File: config.mk
export PLATFORM = sky130hd
export DESIGN_NAME = fft8_readout_seq
export DESIGN_NICKNAME = d
export VERILOG_FILES = /design/src/rtl/fft8_readout_seq.sv
export SDC_FILE = /design/constraint.sdc
export NUM_CORES = 1
export LEC_CHECK = 0
export BUFFER_PORTS_ARGS = -buffer_cell sky130_fd_sc_hd__buf_2
export CAP_MARGIN = 25
export CORE_MARGIN = 2
export CORE_UTILIZATION = 49
export CTS_CLUSTER_DIAMETER = 50
export DETAILED_ROUTE_END_ITERATION = 8
export GPL_ROUTABILITY_DRIVEN = 0
export HOLD_SLACK_MARGIN = 0.08
export PLACE_DENSITY = 0.88
export SLEW_MARGIN = 30
export SYNTH_ARGS = -nofsm -noshare
export SYNTH_HDL_FRONTEND = slang
export SYNTH_SLANG_ARGS = --single-unit
File: constraint.sdc
create_clock -name clk -period 2.04 [get_ports clk]
set_clock_uncertainty 0.1 [all_clocks]
set_input_delay 0.306 -clock clk [delete_from_list [all_inputs] [get_ports clk]]
set_output_delay 0.306 -clock clk [all_outputs]
set_load 0.01 [all_outputs]
File: src/rtl/fft8_readout_seq.sv
// fft8_readout_seq: steps the dit_fft_8 bin select through all 8 bins,
// waits SETTLE_CYC cycles per bin, captures the real/imag result and
// presents it on a valid/ready stream. A one-cycle done pulse closes a frame.
// Optional build macro FFT8_BITREV_EN: visit bins in bit-reversed order
// (0,4,2,6,1,5,3,7) instead of natural order. Timing is the same either way.
module fft8_readout_seq #(
   parameter int DW         = 9,
   parameter int SETTLE_CYC = 2   // legal range 1..15
) (
   input  logic          clk,
   input  logic          rst_n,
   input  logic          start,
   input  logic          abort,
   input  logic [DW-1:0] fft_re,
   input  logic [DW-1:0] fft_im,
   output logic [2:0]    sel,
   output logic [DW-1:0] out_re,
   output logic [DW-1:0] out_im,
   output logic [2:0]    out_idx,
   output logic          out_valid,
   input  logic          out_ready,
   output logic          busy,
   output logic          done
);

   typedef enum logic [1:0] {
      S_IDLE   = 2'd0,
      S_SETTLE = 2'd1,
      S_OUT    = 2'd2,
      S_DONE   = 2'd3
   } state_t;

   // Settle counter is 4 bits wide, enough for the full 1..15 range.
   localparam logic [3:0] CNT_LAST = 4'(SETTLE_CYC - 1);

   // Visiting order of the bins: k-th visited bin -> datapath select.
   function automatic logic [2:0] order(input logic [2:0] k);
`ifdef FFT8_BITREV_EN
      return {k[0], k[1], k[2]};
`else
      return k;
`endif
   endfunction

   state_t        state_q, state_d;
   logic [3:0]    cnt_q, cnt_d;
   logic [2:0]    k_q, k_d;
   logic [2:0]    sel_q, sel_d;
   logic [DW-1:0] out_re_q, out_re_d;
   logic [DW-1:0] out_im_q, out_im_d;
   logic [2:0]    out_idx_q, out_idx_d;
   logic          out_valid_q, out_valid_d;
   logic          done_q, done_d;

   // Next-state and registered-output computation for the readout sequence.
   always_comb begin
      state_d     = state_q;
      cnt_d       = cnt_q;
      k_d         = k_q;
      sel_d       = sel_q;
      out_re_d    = out_re_q;
      out_im_d    = out_im_q;
      out_idx_d   = out_idx_q;
      out_valid_d = out_valid_q;
      done_d      = 1'b0;

      case (state_q)
         S_IDLE: begin
            if (start) begin
               state_d = S_SETTLE;
               k_d     = 3'd0;
               sel_d   = order(3'd0);
               cnt_d   = 4'd0;
            end
         end
         S_SETTLE: begin
            if (cnt_q == CNT_LAST) begin
               // Datapath output has settled for the current sel: capture it.
               out_re_d    = fft_re;
               out_im_d    = fft_im;
               out_idx_d   = sel_q;
               out_valid_d = 1'b1;
               state_d     = S_OUT;
            end else begin
               cnt_d = cnt_q + 4'd1;
            end
         end
         S_OUT: begin
            // out_valid is always high here, so ready alone completes the handshake.
            if (out_ready) begin
               out_valid_d = 1'b0;
               if (k_q == 3'd7) begin
                  state_d = S_DONE;
               end else begin
                  k_d     = k_q + 3'd1;
                  sel_d   = order(k_q + 3'd1);
                  cnt_d   = 4'd0;
                  state_d = S_SETTLE;
               end
            end
         end
         S_DONE: begin
            done_d  = 1'b1;
            state_d = S_IDLE;
         end
         default: state_d = S_IDLE;
      endcase

      // Abort wins over everything, including a handshake in the same cycle,
      // and also swallows a pending done pulse.
      if (abort && (state_q != S_IDLE)) begin
         state_d     = S_IDLE;
         out_valid_d = 1'b0;
         done_d      = 1'b0;
      end
   end

   // State and output registers.
   always_ff @(posedge clk or negedge rst_n) begin
      if (!rst_n) begin
         state_q     <= S_IDLE;
         cnt_q       <= '0;
         k_q         <= '0;
         sel_q       <= '0;
         out_re_q    <= '0;
         out_im_q    <= '0;
         out_idx_q   <= '0;
         out_valid_q <= 1'b0;
         done_q      <= 1'b0;
      end else begin
         state_q     <= state_d;
         cnt_q       <= cnt_d;
         k_q         <= k_d;
         sel_q       <= sel_d;
         out_re_q    <= out_re_d;
         out_im_q    <= out_im_d;
         out_idx_q   <= out_idx_d;
         out_valid_q <= out_valid_d;
         done_q      <= done_d;
      end
   end

   assign sel       = sel_q;
   assign out_re    = out_re_q;
   assign out_im    = out_im_q;
   assign out_idx   = out_idx_q;
   assign out_valid = out_valid_q;
   assign busy      = (state_q != S_IDLE);
   assign done      = done_q;

endmodule
==> flow_metrics.tcl, run 1 <==
set metrics [dict create \
    max_freq_mhz 547 \
    clkLatencyLatePin_ns 0.34 \
    tightestPinTransition_ns 0.682 \
    clock_path_buffers 2 \
    grt-ovfl-total 0 \
    area_growth_pct 23.9 \
    ys_ff_latch 32 \
    fin_setup_tns_ns 0 \
    holdWs_ns 0.0887 \
    finalCriticalPeriod_ns 1.83 \
    clk_pin_slew_worst_paths_ns 0.11 \
    boundaryPins 50 \
    yosys_warnings 0 \
    final_cells 193 \
    synth_top_area_share_pct 54.7 \
    hp-class "primary input to flip-flop" \
    drc 5 \
    worstPathRequired_ns 2.16 \
    cp_cell_sequence "inv_1, ha_1, nor3b_4, nand3_2, buf_4, mux2_4" \
    h-tree-depth 2 \
    synth_cells 106 \
    placed_cells 184 \
    synth.area.top_cells "dfrtp_1 (55%), mux2_4 (19%), ha_1 (3.4%)" \
    grt_usage_pct 18.4 \
    syn_area_um2 1470 \
    grt_pass1_wl_um 4660 \
    seq_area_frac_synth_pct 54.7 \
    outcome "complete, but fails checks" \
    holdBufCountCts 1 \
    dieHeight_um 58.7 \
    grt_antenna_before_repair 0 \
    numCtsBuffers 5 \
    fillers 232 \
    setup_violations 0 \
    hold_viol 0 \
    postCtsSetupBuffers 0 \
    ctsResizeCount 0 \
    timing.final.ws_setup_ns 0.212 \
    finalNetCount 188 \
    cts_tree "built" \
    slowest_stage "dfrtp_1" \
    register_area_um2 801 \
    initialDrtViolationCount 43 \
    num_rows 19 \
    pre_cts_ws_ns 0.225 \
    irDropWorstVdd_uv 823 \
    leakage_uw 0.000976 \
    antenna_cells 0 \
    dpl.hpwl_um 2030 \
    mostFrequentLayoutCells "buf_2 (49), dfrtp_1 (32), mux2_4 (19), inv_1 (10), o21ai_0 (7)" \
    layout-drive-gt1-share_pct 51.2 \
    drtPass1Iterations 6 \
    violations "DRC" \
    report.final.slew_viol_count 0 \
    cts_root_buffer "clkbuf_4" \
    yosysTopAreaCell "dfrtp_1" \
    drv_cap 0 \
    core_um2 2810 \
    die_area_um2 3440 \
    cp.arrival_ns 1.95 \
    fin_area_um2 1820 \
    max_stage_delay_ns 0.42 \
    startpoint_type "flip-flop" \
    synthesis.nets 133 \
    multiInputGateArea_um2 599 \
    grt_pass1_vias 1056 \
    cts.sinks 32 \
    relSlewSlack_pct 54.5 \
    vias_per_cell 5.36 \
    fin_crit_sh_pct 89.6 \
    syn_area_per_cell_um2 13.8 \
    ant_nets 0 \
    p_per_area_nw_per_um2 1440 \
    mostFrequentLayoutCell "buf_2" \
    io_buffer_count 49 \
    grt_max_degree 33 \
    start_util_pct 52.2 \
    wire_per_inst_um 14.9 \
    synth_cell_type_count 29 \
    worstSetupEndpointType "flip-flop" \
    vias 1034 \
    rsz0062_at_grt "false" \
    wirelength_um 2880 \
    die_w_um 58.7 \
    path_max_fanout 22 \
    dpl_cell_area_um2 1730 \
    crit_type "flip-flop to flip-flop" \
]
-- sequential cells by signal, summed over array words and instances (netlist names) --
register   cells
out_im         9
out_re         9
cnt_q          4
out_idx        3
sel            3
state_q        2
done           1
out_valid      1
-- cell usage after synthesis (all sizes together) --
master / count
or3: 1
o21ai: 7
o2bb2ai: 1
or2: 1
a31oi: 1
mux2i: 1
nor2b: 2
o31ai: 1
nor3: 1
nor2: 2
ha: 4
buf: 3
dfrtp: 32
o22ai: 3
o32ai: 1
nand2: 1
and4bb: 1
a21oi: 2
xnor2: 1
a21o: 1
inv: 10
nand2b: 2
o21ba: 1
nand3: 4
nor3b: 1
mux2: 21
-- critical path, delay by kind of cell, from the launching register on --
family	cells	cell delay, ns
buf+inv	2	0.33
flops	1	0.42
mux	1	0.34
fa+ha+maj	1	0.13
simple gates	2	0.38
-- final timing paths --
path	startpoint	to	slack, ns	cells past startpoint
setup / recovery	cnt_q[1]	out_re[1]	0.21	6
hold / removal	fft_re[8]	out_re[8]	0.09	2
setup reg to reg	cnt_q[1]	out_re[1]	0.21	6
hold reg to reg	out_im[1]	out_im[1]	0.41	1
max in group asynchronous	rst_n	out_re[0]	0.94	2
min in group asynchronous	rst_n	out_im[2]	0.45	2
-- cell families (layout without fill, tap and decap cells) --
family	Yosys count	after routing	synth area share, %
DFF	32	32	54.7
muxes	22	22	21.7
xor gates and xnor gates	1	1	0.598
and+or+nand+nor	16	16	7.51
AOI/OAI and AO/OA	18	18	7.69
adders and majority gates	4	4	3.42
buffers and inverters	13	69	4.44
-- layer usage --
metal | share of wire, % | GRT usage [%] | up-vias
met5 | 0 | 0 | -
li1 | - | - | 479
met4 | 2.5 | 11.4 | 0
met1 | 41 | 22.1 | 506
met3 | 6.6 | 5.05 | 9
met2 | 50 | 29.4 | 40
-- where the power goes --
part | switching (uW) | leakage [uW] | internal [uW]
Clock | 221 | 0.0000422 | 257
Combinational | 481 | 0.000534 | 614
Sequential | 166 | 0.000400 | 874
-- final cells by class --
type	count	share of cell area, %
Timing Repair Buffer	51	14.5
Sequential cell	32	44.1
Clock buffer	6	2.27
Clock inverter	2	1.93
Tap cell	31	2.14
Inverter	10	2.07
Multi-Input combinational cell	61	33.0
-- per-stage QoR --
stage               power, uW  utilization (%)
finish                   2610             64.7
global route             2760             64.7
CTS                      2640             64.7
detailed placement       2150             61.6
global placement         2090             61.6
floorplan                1800                -
No activity file was read; power rests on OpenSTA's default activity.
==> run 2: changes to the inputs <==
--- a/config.mk
+++ b/config.mk
@@ -14,6 +14,7 @@
 export GPL_ROUTABILITY_DRIVEN = 0
 export HOLD_SLACK_MARGIN = 0.08
 export PLACE_DENSITY = 0.88
+export RECOVER_POWER = 25
 export SLEW_MARGIN = 30
 export SYNTH_ARGS = -nofsm -noshare
 export SYNTH_HDL_FRONTEND = slang
==> run 2 against run 1 <==
Compared with the run above:
- the run still ends with DRC left
- total power is essentially flat
- via count unchanged
- combinational power about the same
- wire length about the same
- cell count did not move
- setup slack worse by 0.0014 ns
- flip-flop and latch count unchanged
- design area did not move
- clock power about the same
- hold slack hardly changed
- die area did not move
- register-to-register slack about the same
- critical endpoint unchanged
- largest cell class unchanged
- highest routed layer unchanged
==> flow_metrics.tcl, run 2 (same netlist as run 1, synthesis figures left out) <==
set metrics [dict create \
    drv_cap 0 \
    fin_crit_sh_pct 89.7 \
    startpoint_type "flip-flop" \
    cts.sinks 32 \
    grt_antenna_before_repair 0 \
    num_rows 19 \
    cp.arrival_ns 1.95 \
    p_sw_uw 868 \
    mostFrequentLayoutCell "buf_2" \
    p_per_area_nw_per_um2 1440 \
    area_growth_pct 23.9 \
    p_comb_share_pct 41.9 \
    hp-class "primary input to flip-flop" \
    drc 5 \
    grt-ovfl-total 0 \
    clock_path_buffers 2 \
    relSlewSlack_pct 49.5 \
    swShare_pct 33.2 \
    pwr-share-clk_pct 18.3 \
    worstSetupEndpointType "flip-flop" \
    outcome "complete, but fails checks" \
    holdWs_ns 0.0887 \
    seq_power_share_pct 39.8 \
    vias 1034 \
    report.final.slew_viol_count 0 \
    max_freq_mhz 547 \
    total_power_uw 2610 \
    clk_pin_slew_worst_paths_ns 0.11 \
    wire_per_inst_um 14.9 \
    dieHeight_um 58.7 \
    clkLatencyLatePin_ns 0.34 \
    antenna_cells 0 \
    io_buffer_count 49 \
    timing.final.ws_setup_ns 0.211 \
    finalCriticalPeriod_ns 1.83 \
    dpl.hpwl_um 2030 \
    h-tree-depth 2 \
    worstPathRequired_ns 2.16 \
    rsz0062_at_grt "false" \
    vias_per_cell 5.36 \
    grt_pass1_vias 1056 \
    finalNetCount 188 \
    tightestPinTransition_ns 0.758 \
    start_util_pct 52.2 \
    ctsResizeCount 0 \
    die_w_um 58.7 \
    grt_max_degree 33 \
    final_cells 193 \
    fin_setup_tns_ns 0 \
    setup_violations 0 \
    numCtsBuffers 5 \
    path_max_fanout 22 \
    drtPass1Iterations 6 \
    initialDrtViolationCount 43 \
    violations "DRC" \
    cts_tree "built" \
    irDropWorstVdd_uv 823 \
    leakage_uw 0.000976 \
    crit_type "flip-flop to flip-flop" \
    grt_pass1_wl_um 4660 \
    pre_cts_ws_ns 0.225 \
    core_um2 2810 \
    power.internal_uw 1740 \
    layout-drive-gt1-share_pct 51.2 \
    wirelength_um 2880 \
    placed_cells 184 \
    hold_viol 0 \
    mostFrequentLayoutCells "buf_2 (48), dfrtp_1 (32), mux2_4 (19), inv_1 (10), o21ai_0 (7)" \
    grt_usage_pct 18.4 \
    die_area_um2 3440 \
    boundaryPins 50 \
    cts_root_buffer "clkbuf_4" \
    ant_nets 0 \
]
## run 2: cell types whose count changed in the layout (fill, tap and decap cells not counted), sizes merged
cell and delta:
buf -1, clkbuf +1
## run 2: per-layer routing
| metal | track usage [%] | vias to the layer above | share of wire [%] |
|---|---|---|---|
| li1 | - | 479 | - |
| met1 | 22.1 | 506 | 41 |
| met2 | 29.4 | 40 | 50 |
| met3 | 5.05 | 9 | 6.6 |
| met4 | 11.4 | 0 | 2.5 |
| met5 | 0 | - | 0 |
## run 2: area by class of cell
cell class	count	area (um^2)
fill	232	990
sequential	32	801
multi-input combinational	61	599
timing repair buffer	51	263
clock buffer	6	41.3
tap	31	38.8
inverter	10	37.5
clock inverter	2	35.0
## run 2: worst paths after layout
path                       startpoint         to  cells past startpoint  slack, ns
max reg2reg                  cnt_q[1]  out_re[1]                      6       0.21
min                         fft_re[8]  out_re[8]                      2       0.09
min reg2reg                 out_im[1]  out_im[1]                      1       0.41
min in group asynchronous       rst_n  out_im[2]                      2       0.48
max                          cnt_q[1]  out_re[1]                      6       0.21
max in group asynchronous       rst_n  out_re[0]                      2       0.87
## run 2: stage by stage
stage	utilization, %	area, um^2
floorplan	-	1470
global placement	61.6	1730
detailed placement	61.6	1730
CTS	64.7	1820
global route	64.7	1820
finish	64.7	1820
## run 2: power by group through the flow
stage	clock network [uW]	registers, uW	logic [uW]
3_3_place_gp	0	1030	1060
5_1_grt	504	1080	1180
4_1_cts	487	1040	1110
3_5_place_dp	0	1050	1090
6_report	477	1040	1100
2_1_floorplan	0	1120	679
## run 2: worst max-delay path: stages (launching register included)
cell	delay (ns)
dfrtp_1	0.42
inv_1	0.07
ha_1	0.13
nor3b_4	0.28
nand3_2	0.10
buf_4	0.26
mux2_4	0.34
## run 2: repair_timing
item | CTS | global route
hold buffers | 1 | 0
setup buffers | 0 | 0
hold endpoints to repair | 32 | 0
==> run 3: changes to the inputs <==
--- a/config.mk
+++ b/config.mk
@@ -8,12 +8,12 @@
 export BUFFER_PORTS_ARGS = -buffer_cell sky130_fd_sc_hd__buf_2
 export CAP_MARGIN = 25
 export CORE_MARGIN = 2
-export CORE_UTILIZATION = 49
+export CORE_UTILIZATION = 50
 export CTS_CLUSTER_DIAMETER = 50
 export DETAILED_ROUTE_END_ITERATION = 8
 export GPL_ROUTABILITY_DRIVEN = 0
 export HOLD_SLACK_MARGIN = 0.08
-export PLACE_DENSITY = 0.88
+export PLACE_DENSITY = 0.9
 export RECOVER_POWER = 25
 export SLEW_MARGIN = 30
 export SYNTH_ARGS = -nofsm -noshare
==> constraint.sdc (replaced) <==
create_clock -name clk -period 2.2 [get_ports clk]
set_clock_uncertainty 0.1 [all_clocks]
set_input_delay 0.33 -clock clk [delete_from_list [all_inputs] [get_ports clk]]
set_output_delay 0.33 -clock clk [all_outputs]
set_load 0.01 [all_outputs]
==> run 3 against run 2 <==
Compared with the run above:
- the flow now finishes without violations
- critical path depth stayed put
- sequential share of layout area is 0.30 points lower
- setup slack better by 0.22 ns
- first-iteration DRC count is 53% higher
- count of clock-buffer cells in the layout stayed put
- die area is 1.9% lower
- hold slack better by 0.035 ns
- non-clock buffer count stayed put
- core utilization is 1.0 points higher
- largest cell class unchanged
==> flow_metrics.tcl, run 3 (same netlist as run 1, synthesis figures left out) <==
set metrics [dict create \
    path_max_fanout 22 \
    hp-class "primary input to flip-flop" \
    cts.sinks 32 \
    hold-path-cell-count 2 \
    postCtsSetupBuffers 0 \
    mostFrequentLayoutCell "buf_2" \
    irDropWorstVdd_uv 1030 \
    vias 1010 \
    setup_violations 0 \
    ctsResizeCount 0 \
    finalCriticalPeriod_ns 1.77 \
    area_growth_pct 24.8 \
    wirelength_um 2830 \
    cp_cell_sequence "inv_1, ha_1, nor3b_4, nand3_2, buf_12, mux2_4" \
    tightestPinTransition_ns 0.773 \
    hold_viol 0 \
    grt_pass1_wl_um 4480 \
    core_um2 2780 \
    max_freq_mhz 565 \
    timing.final.ws_setup_ns 0.429 \
    vias_per_cell 5.23 \
    num_rows 19 \
    crit_type "flip-flop to flip-flop" \
    ant_nets 0 \
    report.final.slew_viol_count 0 \
    mostFrequentLayoutCells "buf_2 (48), dfrtp_1 (32), mux2_4 (19), inv_1 (10), o21ai_0 (7)" \
    initialDrtViolationCount 66 \
    grt_pass1_vias 951 \
    rr_startpoint "cnt_q[1]" \
    clk_pin_slew_worst_paths_ns 0.10 \
    worstSetupEndpointType "flip-flop" \
    h-tree-depth 2 \
    leakage_uw 0.000982 \
    r2r_setup_slack_ns 0.43 \
    drtPass1Iterations 5 \
    dieHeight_um 58.1 \
    drc 0 \
    cp-startpoint "cnt_q[1]" \
    slowest_stage "dfrtp_1" \
    holdBufCountCts 1 \
    die_area_um2 3380 \
    max_stage_delay_ns 0.42 \
    pre_cts_ws_ns 0.464 \
    start_util_pct 52.7 \
    register_area_um2 801 \
    fin_setup_tns_ns 0 \
    fillers 208 \
    worstPathRequired_ns 2.31 \
    cts_root_buffer "clkbuf_4" \
    total_power_uw 2430 \
    cp.arrival_ns 1.88 \
    numCtsBuffers 5 \
    grt_antenna_before_repair 0 \
    crit_family "simple AND/OR/NAND/NOR gates" \
    boundaryPins 50 \
    finalNetCount 188 \
    min_to "state_q[1]" \
    cts_tree "built" \
    grt-ovfl-total 0 \
    dpl_cell_area_um2 1740 \
    min_from "abort" \
    drv_cap 0 \
    antenna_cells 0 \
    cp_num_buf_inv 2 \
    worst-r2r-cell-count 6 \
    clock_path_buffers 2 \
    fin_area_um2 1830 \
    grt_max_degree 33 \
    wire_per_inst_um 14.7 \
    io_buffer_count 49 \
    dpl.hpwl_um 1970 \
    p_per_area_nw_per_um2 1330 \
    die_w_um 58.1 \
    fin_crit_sh_pct 80.5 \
    layout-drive-gt1-share_pct 51.2 \
    outcome "finished clean" \
    multiInputGateArea_um2 599 \
    relSlewSlack_pct 48.5 \
    reg2reg_to "out_im[8]" \
    rsz0062_at_grt "false" \
    startpoint_type "flip-flop" \
    clkLatencyLatePin_ns 0.33 \
    grt_usage_pct 18.1 \
]
-- run 3: how the worst max path moves through the flow --
stage | endpoint | slack [ns] | depth (start not counted)
final | out_im[8] | 0.43 | 6
after global routing | out_im[8] | 0.32 | 6
after CTS | out_im[8] | 0.42 | 6
after detailed placement | out_re[1] | 0.46 | 6
after global placement | out_im[2] | 0.48 | 6
after floorplan | out_idx[2] | 0.56 | 6
-- run 3: layout make-up --
type                       count  area share [%]
clock buffer                   6            2.26
tap                           31            2.12
inverter                      10            2.05
timing repair buffer          51            15.1
clock inverter                 2            1.92
multi-input combinational     61            32.8
sequential                    32            43.8
-- run 3: where the power goes --
part           internal [uW]  switching (uW)
logic                    585             449
registers                811             154
clock network            238             192
total                   1630             795
-- run 3: metal layers --
layer	up-vias	global-route usage, %	part of all wire, %
li1	481	-	-
met1	481	25.1	44
met2	45	26.8	47
met3	3	7.37	8.4
met4	0	3.99	0.88
met5	-	0	0
-- run 3: per-stage QoR --
step	instances	hold slack, ns	utilization [%]
2_1_floorplan	106	-0.0656	-
3_3_place_gp	184	0.297	62.6
3_5_place_dp	184	0.317	62.6
4_1_cts	193	0.114	65.7
5_1_grt	193	0.111	65.7
6_report	193	0.123	65.7
